File: src/rtl/layer_sequencer.sv
// Game-level display sequencer: TITLE -> PLAY -> WIN/LOSE -> TITLE, driving mixer
// layer enables that only change on frame boundaries so no frame shows a partial switch.
module layer_sequencer #(
    parameter int unsigned SPLASH_FRAMES = 120,
    parameter int unsigned BLINK_FRAMES  = 15
) (
    input  logic       clk,
    input  logic       reset_n,
    input  logic       vsync,
    input  logic       start_btn,
    input  logic       game_won,
    input  logic       game_lost,
    output logic       splash_on,
    output logic [1:0] splash_sel,
    output logic       icon_on,
    output logic       game_run
);

    localparam int unsigned FW = $clog2(SPLASH_FRAMES + 1);
    localparam int unsigned BW = $clog2(BLINK_FRAMES + 1);
    localparam logic [FW-1:0] FRAME_LAST = FW'(SPLASH_FRAMES - 1);
    localparam logic [BW-1:0] BLINK_LAST = BW'(BLINK_FRAMES - 1);

    typedef enum logic [1:0] {S_TITLE, S_PLAY, S_WIN, S_LOSE} state_e;

    state_e          state_q, state_d;
    logic            vsync_q, start_q;
    logic            frame_tick, start_rise;
    logic [FW-1:0]   frame_cnt_q, frame_cnt_d;
    logic [BW-1:0]   blink_cnt_q, blink_cnt_d;
    logic            blink_q, blink_d;
    logic            splash_on_q, splash_on_d;
    logic [1:0]      splash_sel_q, splash_sel_d;
    logic            icon_on_q, icon_on_d;
    logic            game_run_q, game_run_d;

    assign frame_tick = vsync_q & ~vsync;
    assign start_rise = start_btn & ~start_q;

    always_ff @(posedge clk or negedge reset_n) begin
        if (!reset_n) begin
            state_q      <= S_TITLE;
            vsync_q      <= 1'b0;
            start_q      <= 1'b0;
            frame_cnt_q  <= '0;
            blink_cnt_q  <= '0;
            blink_q      <= 1'b1;
            splash_on_q  <= 1'b1;
            splash_sel_q <= 2'd0;
            icon_on_q    <= 1'b0;
            game_run_q   <= 1'b0;
        end else begin
            state_q      <= state_d;
            vsync_q      <= vsync;
            start_q      <= start_btn;
            frame_cnt_q  <= frame_cnt_d;
            blink_cnt_q  <= blink_cnt_d;
            blink_q      <= blink_d;
            splash_on_q  <= splash_on_d;
            splash_sel_q <= splash_sel_d;
            icon_on_q    <= icon_on_d;
            game_run_q   <= game_run_d;
        end
    end

    always_comb begin
        state_d      = state_q;
        frame_cnt_d  = frame_cnt_q;
        blink_cnt_d  = blink_cnt_q;
        blink_d      = blink_q;
        splash_on_d  = splash_on_q;
        splash_sel_d = splash_sel_q;
        icon_on_d    = icon_on_q;

        unique case (state_q)
            S_TITLE: if (start_rise) state_d = S_PLAY;
            S_PLAY: begin
                if (game_won)       state_d = S_WIN;
                else if (game_lost) state_d = S_LOSE;
            end
            S_WIN, S_LOSE: if (frame_tick && frame_cnt_q == FRAME_LAST) state_d = S_TITLE;
            default: state_d = S_TITLE;
        endcase

        // Counters restart on every state entry; blink phase starts "on".
        if (state_d != state_q) begin
            frame_cnt_d = '0;
            blink_cnt_d = '0;
            blink_d     = 1'b1;
        end else if (frame_tick && (state_q == S_WIN || state_q == S_LOSE)) begin
            frame_cnt_d = frame_cnt_q + 1'b1;
            if (blink_cnt_q == BLINK_LAST) begin
                blink_cnt_d = '0;
                blink_d     = ~blink_q;
            end else begin
                blink_cnt_d = blink_cnt_q + 1'b1;
            end
        end

        // Layer controls follow the pre-edge state, so a transition shows one frame late.
        if (frame_tick) begin
            unique case (state_q)
                S_TITLE: begin
                    splash_on_d  = 1'b1;
                    splash_sel_d = 2'd0;
                    icon_on_d    = 1'b0;
                end
                S_PLAY: begin
                    splash_on_d = 1'b0;
                    icon_on_d   = 1'b1;
                end
                S_WIN: begin
                    splash_on_d  = 1'b1;
                    splash_sel_d = 2'd1;
                    icon_on_d    = blink_q;
                end
                S_LOSE: begin
                    splash_on_d  = 1'b1;
                    splash_sel_d = 2'd2;
                    icon_on_d    = blink_q;
                end
                default: ;
            endcase
        end

        game_run_d = (state_d == S_PLAY);
    end

    assign splash_on  = splash_on_q;
    assign splash_sel = splash_sel_q;
    assign icon_on    = icon_on_q;
    assign game_run   = game_run_q;

endmodule
File: config.mk
export PLATFORM = sky130hd
export DESIGN_NAME = layer_sequencer
export DESIGN_NICKNAME = d
export VERILOG_FILES = /design/src/rtl/layer_sequencer.sv
export SDC_FILE = /design/constraint.sdc
export NUM_CORES = 1
export LEC_CHECK = 0
export BUFFER_PORTS_ARGS = -buffer_cell sky130_fd_sc_hd__buf_2
export CAP_MARGIN = 20
export CELL_PAD_IN_SITES_DETAIL_PLACEMENT = 0
export CELL_PAD_IN_SITES_GLOBAL_PLACEMENT = 1
export CORE_ASPECT_RATIO = 0.9
export CORE_MARGIN = 2
export CORE_UTILIZATION = 45
export DETAILED_ROUTE_END_ITERATION = 8
export GPL_TIMING_DRIVEN = 0
export PLACE_DENSITY = 0.88
export SLEW_MARGIN = 0
export SYNTH_ARGS = -nofsm -noshare
export SYNTH_HDL_FRONTEND = slang
export SYNTH_SLANG_ARGS = --single-unit
File: constraint.sdc
create_clock -name clk -period 2.4 [get_ports clk]
set_clock_uncertainty 0.2 [all_clocks]
set_input_delay 0.24 -clock clk [delete_from_list [all_inputs] [get_ports clk]]
set_output_delay 0.24 -clock clk [all_outputs]
set_load 0.03 [all_outputs]
# Word level (Yosys, flattened, before mapping)
# Cells that the tools add are included.
# word_totals
register_bits	21
input_bits	6
wordCells	51
# op_classes
addsub	2
eq_ne	7
mux	16
bitwise	5
reduce_logical	11
# ops
op	count
two-way mux 7 bit	2
two-way mux 4 bit	3
one-hot mux 2 bit (3 select lines)	2
two-way mux 2 bit	4
adder 7 x 1 -> 7 bit (second input constant)	1
== test 7 bit (second input constant)	1
adder 4 x 1 -> 4 bit (second input constant)	1
== test 2 x 1 -> 1 bit (second input constant)	2
== test 2 bit (second input constant)	2
== test 4 bit (second input constant)	1
AND reduction 2 bit	2
nonzero test 2 bit	2
two-way mux 1 bit	3
NOT 1 bit	3
one-hot mux 1 bit (3 select lines)	1
nonzero test 3 bit	1
OR reduction 3 bit	1
bitwise AND 1 bit	2
logical AND 1 bit	2
zero test 2 bit	1
inequality test 2 bit	1
one-hot mux 1 bit (2 select lines)	1
OR reduction 2 bit	1
logical OR 1 bit	1

# Depth between registers and ports, before layout
# Gate-level depths: netlist (run 1).
# logic_depth
word_depth	8
mapped_depth	5

# Worst setup path after synthesis (run 1)
# Ideal clock, no wire load.
# synth_timing
path_kind	register to register
from	register frame_cnt_q[0]
to	register frame_cnt_q[6]
arrival_time_ps	1368
required_ps	2067
slack_ps	700
stages_incl_launch_ff	6
path_buffers	1
cell_sequence	dfrtp_1 -> ha_1 -> nand4_2 -> o41ai_4 -> buf_6 -> a22oi_2
# synth_between
elab_chain_len	6
elab_cells_between_ends	9
classes_between	1 x add/sub; 2 x eq/ne; 4 x mux; 2 x reduce/logical
# synth_rtl
item	line_no	text
start, declared	29	logic [FW-1:0] frame_cnt_q, frame_cnt_d;
start signal, assigned	56	frame_cnt_q <= frame_cnt_d;
== test 7 bit	81	S_WIN, S_LOSE: if (frame_tick && frame_cnt_q == FRAME_LAST) state_d = S_TITLE;
logical AND 1 bit	81	
two-way mux 2 bit	81	
one-hot mux 2 bit (3 select lines)	75	unique case (state_q)
inequality test 2 bit	86	if (state_d != state_q) begin
two-way mux 7 bit / nonzero test 2 bit (equally long branches)	-	
# Several ways; a longest one is shown, not always the timed one. The select of a mux whose other input is x is not followed.
# A chain may end at the register's enable or synchronous reset.

# Worst setup path after layout (run 1)
# Same ends and word-level chain as after synthesis.

==> results of run 1 <==
==> area by class of cell <==
cell class	count	area, µm²
Fill cell	207	1010
Sequential cell	21	528
Multi-Input combinational cell	70	498
Timing Repair Buffer	13	80.1
Buffer	4	35.0
Tap cell	27	33.8
Clock buffer	4	26.3
Inverter	3	11.3
==> sequential cells by signal, indices dropped and copies added, names as in the netlist <==
register,flops
frame_cnt_q,7
blink_cnt_q,4
splash_sel,2
state_q,2
blink_q,1
game_run,1
icon_on,1
splash_on,1
start_q,1
vsync_q,1
==> power breakdown <==
part           internal (W)  switching [W]
sequential         0.000454       0.000104
combinational      0.000161       0.000201
clock             0.0000649       0.000105
==> metal layers <==
layer | wire [µm] | track usage
met1 | 1030 | 0.217
met2 | 966 | 0.280
met3 | 69 | 0.0567
met4 | 8 | 0.0447
met5 | 0 | 0
==> metrics by stage <==
step,worst slack [ns],utilization,cells,hold slack [ns],total power (W)
floorplan,0.700,-,98,-0.256,0.000822
global placement,0.490,0.520,135,0.0164,0.000904
detailed placement,0.432,0.520,135,0.0277,0.000920
CTS,0.403,0.546,142,0.0141,0.00110
global route,0.280,0.546,142,0.0276,0.00118
finish,0.420,0.546,142,0.0243,0.00109
==> what timing repair did <==
action | CTS | global route
endpoints found under the setup margin | 0 | 0
hold endpoints to repair | 21 | 0
hold buffers | 3 | 0
gates resized for setup | 0 | 0
==> synth_stat cells (all sizes together) (2+ instances only) <==
library cell,number,share of area
nand3b,2,0.014
nand4b,2,0.016
nor2,4,0.014
buf,4,0.033
mux2i,2,0.019
or3b,2,0.019
nand4,2,0.018
xor2,2,0.016
a21oi,9,0.042
nand2,6,0.021
or3,5,0.029
dfrtp,19,0.44
ha,3,0.035
a22oi,6,0.056
inv,3,0.011
nand3,4,0.019
o21a,2,0.014
dfstp,2,0.049
nand2b,2,0.012
o21ai,7,0.033
nor3b,2,0.014
==> logic make-up (layout without fill, tap and decap cells) <==
| family | count (synthesis) | count (layout) | synth area share |
|---|---|---|---|
| xor+xnor | 2 | 2 | 0.0163 |
| mux | 2 | 2 | 0.0187 |
| flops | 21 | 21 | 0.492 |
| buf+inv | 7 | 24 | 0.0432 |
| simple gates | 33 | 33 | 0.187 |
| compound gates | 30 | 30 | 0.208 |
| fa+ha+maj | 3 | 3 | 0.0350 |
==> worst max-delay path by stage <==
stage / start / endpoint / slack, ns
after floorplan: frame_cnt_q[0] / frame_cnt_q[6] / 0.70
after global placement: frame_cnt_q[0] / frame_cnt_q[6] / 0.49
after detailed placement: frame_cnt_q[0] / frame_cnt_q[6] / 0.43
after CTS: frame_cnt_q[0] / frame_cnt_q[6] / 0.40
after global routing: frame_cnt_q[0] / state_q[1] / 0.28
final: frame_cnt_q[0] / frame_cnt_q[6] / 0.42
==> cells in the final DEF (no fill, tap or decap), drive strengths merged, types with 3 or more instances in the layout <==
cell | synthesis | layout
dlygate4sd3 | 0 | 3
clkbuf | 0 | 4
ha | 3 | 3
a22oi | 6 | 6
a21oi | 9 | 9
dfrtp | 19 | 19
nand3 | 4 | 4
nor2 | 4 | 4
nand2 | 6 | 6
o21ai | 7 | 7
or3 | 5 | 5
inv | 3 | 3
buf | 4 | 14
==> tightest hold or removal path, delay by kind of cell <==
| family | cells | cell delay, ns |
|---|---|---|
| AOI/OAI and AO/OA | 2 | 0.15 |
| buffers and inverters | 1 | 0.10 |
==> flow_summary.json, run 1 <==
{
  "status": "finished clean",
  "yosys_register_bits": 21,
  "first_global_vias": 817,
  "cts_tree": "built",
  "drv_cap": 0,
  "vias_per_cell": 5.75,
  "crit_type": "reg -> reg",
  "synth-main-ff-cell": "dfrtp_1",
  "cp_max_fo": 10,
  "via_count": 817,
  "grt_pass1_wl_mm": 3.71,
  "cts_sinks": 21,
  "row_count": 16,
  "start_util": 0.483,
  "clock.fmax_mhz": 505,
  "drive_gt1_frac": 0.226,
  "powerDensity_mw_per_mm2": 900,
  "ys_types": 35,
  "port_buffers": 10,
  "path_clk_slew_ns": 0.12,
  "synth_edf_count": 0,
  "dieHeight_um": 50.3,
  "drt.antenna.violating_nets": 0,
  "rsz0062_at_grt": "no",
  "cpPeakStageDelay_ns": 0.50,
  "final_max_slew_viol_count": 0,
  "grtUsageTotal": 0.170,
  "insertedDiodeCount": 0,
  "gp_congestion": 0.744,
  "num_io_pins": 11,
  "yosysWarnings": 0,
  "cts_max_path_buffers": 2,
  "rr_endpoint": "frame_cnt_q[6]",
  "nets": 125,
  "worstMarginPinSlew_ns": 0.480,
  "firstDrtPassIters": 4,
  "reg2reg_depth": 5,
  "vdd_drop_max_mv": 0.576,
  "drc_errors": 0,
  "dpl_cell_area_mm2": 0.00116,
  "die_w_um": 55.5,
  "netlist_instances": 98,
  "syn_area_mm2": 0.00107,
  "finalSetupTns_ns": 0,
  "clk_latency_ns": 0.31,
  "drtIter0Drc": 16,
  "finalSetupViolCount": 0,
  "dieArea_mm2": 0.00279,
  "worst_ep_arrival_time_ns": 1.97,
  "synth_fp_nets": 107,
  "syn_avg_cell_area_um2": 10.9,
  "reg2reg_slack_ns": 0.42,
  "critical-path-top-delay-family": "compound AO/OA/AOI/OAI gates",
  "ys_seq_area_frac": 0.492,
  "fin_crit_sh": 0.825,
  "cts_buffers": 3,
  "area_growth_pct": 13.1,
  "worst_hold_path.endpoint": "state_q[0]",
  "wirelength_mm": 2.07,
  "dpl.hpwl_mm": 1.41,
  "post_cts_buffers": 0,
  "critPathCaptureType": "flip-flop",
  "overflow": 0,
  "r2r-start": "frame_cnt_q[0]",
  "antenna_found_initial": 0,
  "slowest_stage": "o41ai_4",
  "grt_max_degree": 22,
  "crit_chain": "ha_1 > nand4_2 > o41ai_4 > buf_6 > a22oi_2",
  "timing.critical_path.required_ns": 2.40,
  "htree_num_levels": 1,
  "hold_depth": 3,
  "final_area_mm2": 0.00121,
  "p_leak_nw": 0.575,
  "hp-start": "game_won",
  "fin_crit_ns": 1.98,
  "worst-path-buf-inv": 1,
  "core_mm2": 0.00222,
  "hp-class": "in -> reg",
  "root_buffer": "clkbuf_4",
  "start_kind": "flip-flop",
  "hold_violations": 0,
  "crit_cells": 5,
  "relSlewSlack": 0.680,
  "wl_per_cell_um": 14.6,
  "async_flop_share": 1.00
}
Power figures use the tool's default switching activity.
==> run 2, diff against run 1 <==
Settings changed: CORE_UTILIZATION 45 to 40, PLACE_DENSITY 0.88 to 0.83.
Clock period 2.4 ns to 1.8 ns, I/O delays scaled along.
==> flow_summary.json, run 2 (synthesis gave the netlist of run 1 again) <==
{
  "wl_per_cell_um": 15.2,
  "final_common_cell": "dfrtp_1",
  "relSlewSlack": 0.680,
  "top_register": "frame_cnt_q",
  "hold_violations": 0,
  "htree_num_levels": 1,
  "vdd_drop_max_mv": 0.704,
  "drt.antenna.violating_nets": 0,
  "hp-class": "in -> async",
  "powerDensity_mw_per_mm2": 1180,
  "worstMarginPinSlew_ns": 0.480,
  "via_count": 856,
  "final.fill_count": 222,
  "rsz0062_at_grt": "yes",
  "gp_congestion": 0.710,
  "fin_crit_sh": 0.992,
  "grtUsageTotal": 0.173,
  "first_global_vias": 833,
  "port_buffers": 10,
  "crit_type": "reg -> reg",
  "start_kind": "flip-flop",
  "antenna_found_initial": 0,
  "row_count": 17,
  "finalSetupViolCount": 0,
  "cp_max_fo": 5,
  "grt_max_degree": 22,
  "fin_crit_ns": 1.79,
  "multi_input_area_um2": 537,
  "start_util": 0.431,
  "cts_buffers": 3,
  "insertedDiodeCount": 0,
  "root_buffer": "clkbuf_4",
  "drtIter0Drc": 18,
  "clock.fmax_mhz": 560,
  "drv_cap": 0,
  "vias_per_cell": 5.49,
  "largest_reg_flops": 7,
  "overflow": 0,
  "p_leak_nw": 0.649,
  "dieArea_mm2": 0.00311,
  "status": "finished clean",
  "final_max_slew_viol_count": 0,
  "busiest_layer": "met2",
  "wirelength_mm": 2.37,
  "path_clk_slew_ns": 0.12,
  "place_inst": 136,
  "firstDrtPassIters": 4,
  "nets": 138,
  "stdcell_count": 156,
  "finalHoldWorstSlack_ns": 0.144,
  "dpl.hpwl_mm": 1.52,
  "cts_max_path_buffers": 2,
  "reg_top3": "frame_cnt_q x7, blink_cnt_q x4",
  "grtUsageMet2": 0.303,
  "ff_latch_area_um2": 528,
  "core_mm2": 0.00249,
  "met1_usage": 0.211,
  "num_io_pins": 11,
  "drc_errors": 0,
  "reg2reg_slack_ns": 0.01,
  "cts_tree": "built",
  "grt_pass1_wl_mm": 3.95,
  "drive_gt1_frac": 0.328,
  "area_growth_pct": 26.5,
  "dieHeight_um": 53.1,
  "clk_latency_ns": 0.31,
  "timing.critical_path.required_ns": 1.81,
  "die_w_um": 58.6,
  "worst_ep_arrival_time_ns": 1.79,
  "critPathCaptureType": "flip-flop",
  "met3_usage": 0.0513,
  "cts_sinks": 21,
  "layout_common_cells": "19 x dfrtp_1, 12 x buf_4, 11 x buf_2, 9 x a21oi_1"
}
## run 2: critical path, stage by stage, from the launching register on
cell,delay (ns)
dfrtp_1,0.42
ha_4,0.18
nand4_4,0.12
o41ai_4,0.48
buf_4,0.23
a21oi_1,0.07
## run 2: path summary, 6_finish.rpt
path / from / endpoint / cells after the start
max: frame_cnt_q[1] / blink_cnt_q[1] / 5
min: reset_n / frame_cnt_q[0] / 2
max reg2reg: frame_cnt_q[1] / blink_cnt_q[1] / 5
min reg2reg: splash_on / splash_on / 2
max in group asynchronous: reset_n / blink_q / 2
min in group clk: splash_on / splash_on / 2
## run 2: where the power goes
part | internal [W] | switching, W
Combinational | 0.000316 | 0.000319
Clock | 0.0000830 | 0.000148
Sequential | 0.000606 | 0.000134
## run 2: final cells by class
type                            instances  area share
Tap cell                               28      0.0258
Sequential cell                        21       0.389
Multi-Input combinational cell         70       0.396
Buffer                                  4      0.0258
Inverter                                3     0.00830
Clock inverter                          1     0.00369
Clock buffer                            3      0.0166
Timing Repair Buffer                   26       0.135
## run 2: per-layer routing
| metal | vias up | wire [µm] |
|---|---|---|
| li1 | 424 | - |
| met5 | - | 0 |
| met3 | 2 | 77 |
| met4 | 0 | 10 |
| met1 | 417 | 1100 |
| met2 | 13 | 1180 |
## run 2: per-stage QoR
| stage | total power, W | util | TNS, ns | area [µm²] | setup slack, ns |
|---|---|---|---|---|---|
| after detailed placement | 0.00123 | 0.465 | -1.49 | 1160 | -0.151 |
| after global routing | 0.00171 | 0.545 | -0.245 | 1360 | -0.0388 |
| final | 0.00161 | 0.545 | 0 | 1360 | 0.0137 |
| after global placement | 0.00121 | 0.465 | -0.962 | 1160 | -0.109 |
| after floorplan | 0.00110 | - | 0 | 1070 | 0.0998 |
| after CTS | 0.00157 | 0.526 | 0 | 1310 | 0.0161 |
## run 2: repair_timing
item	CTS	global route
pin swaps	1	3
setup buffers	6	4
setup endpoints to repair	13	13
cloned	1	0
resized for setup	4	4
hold buffers	5	0
hold endpoints to repair	25	0
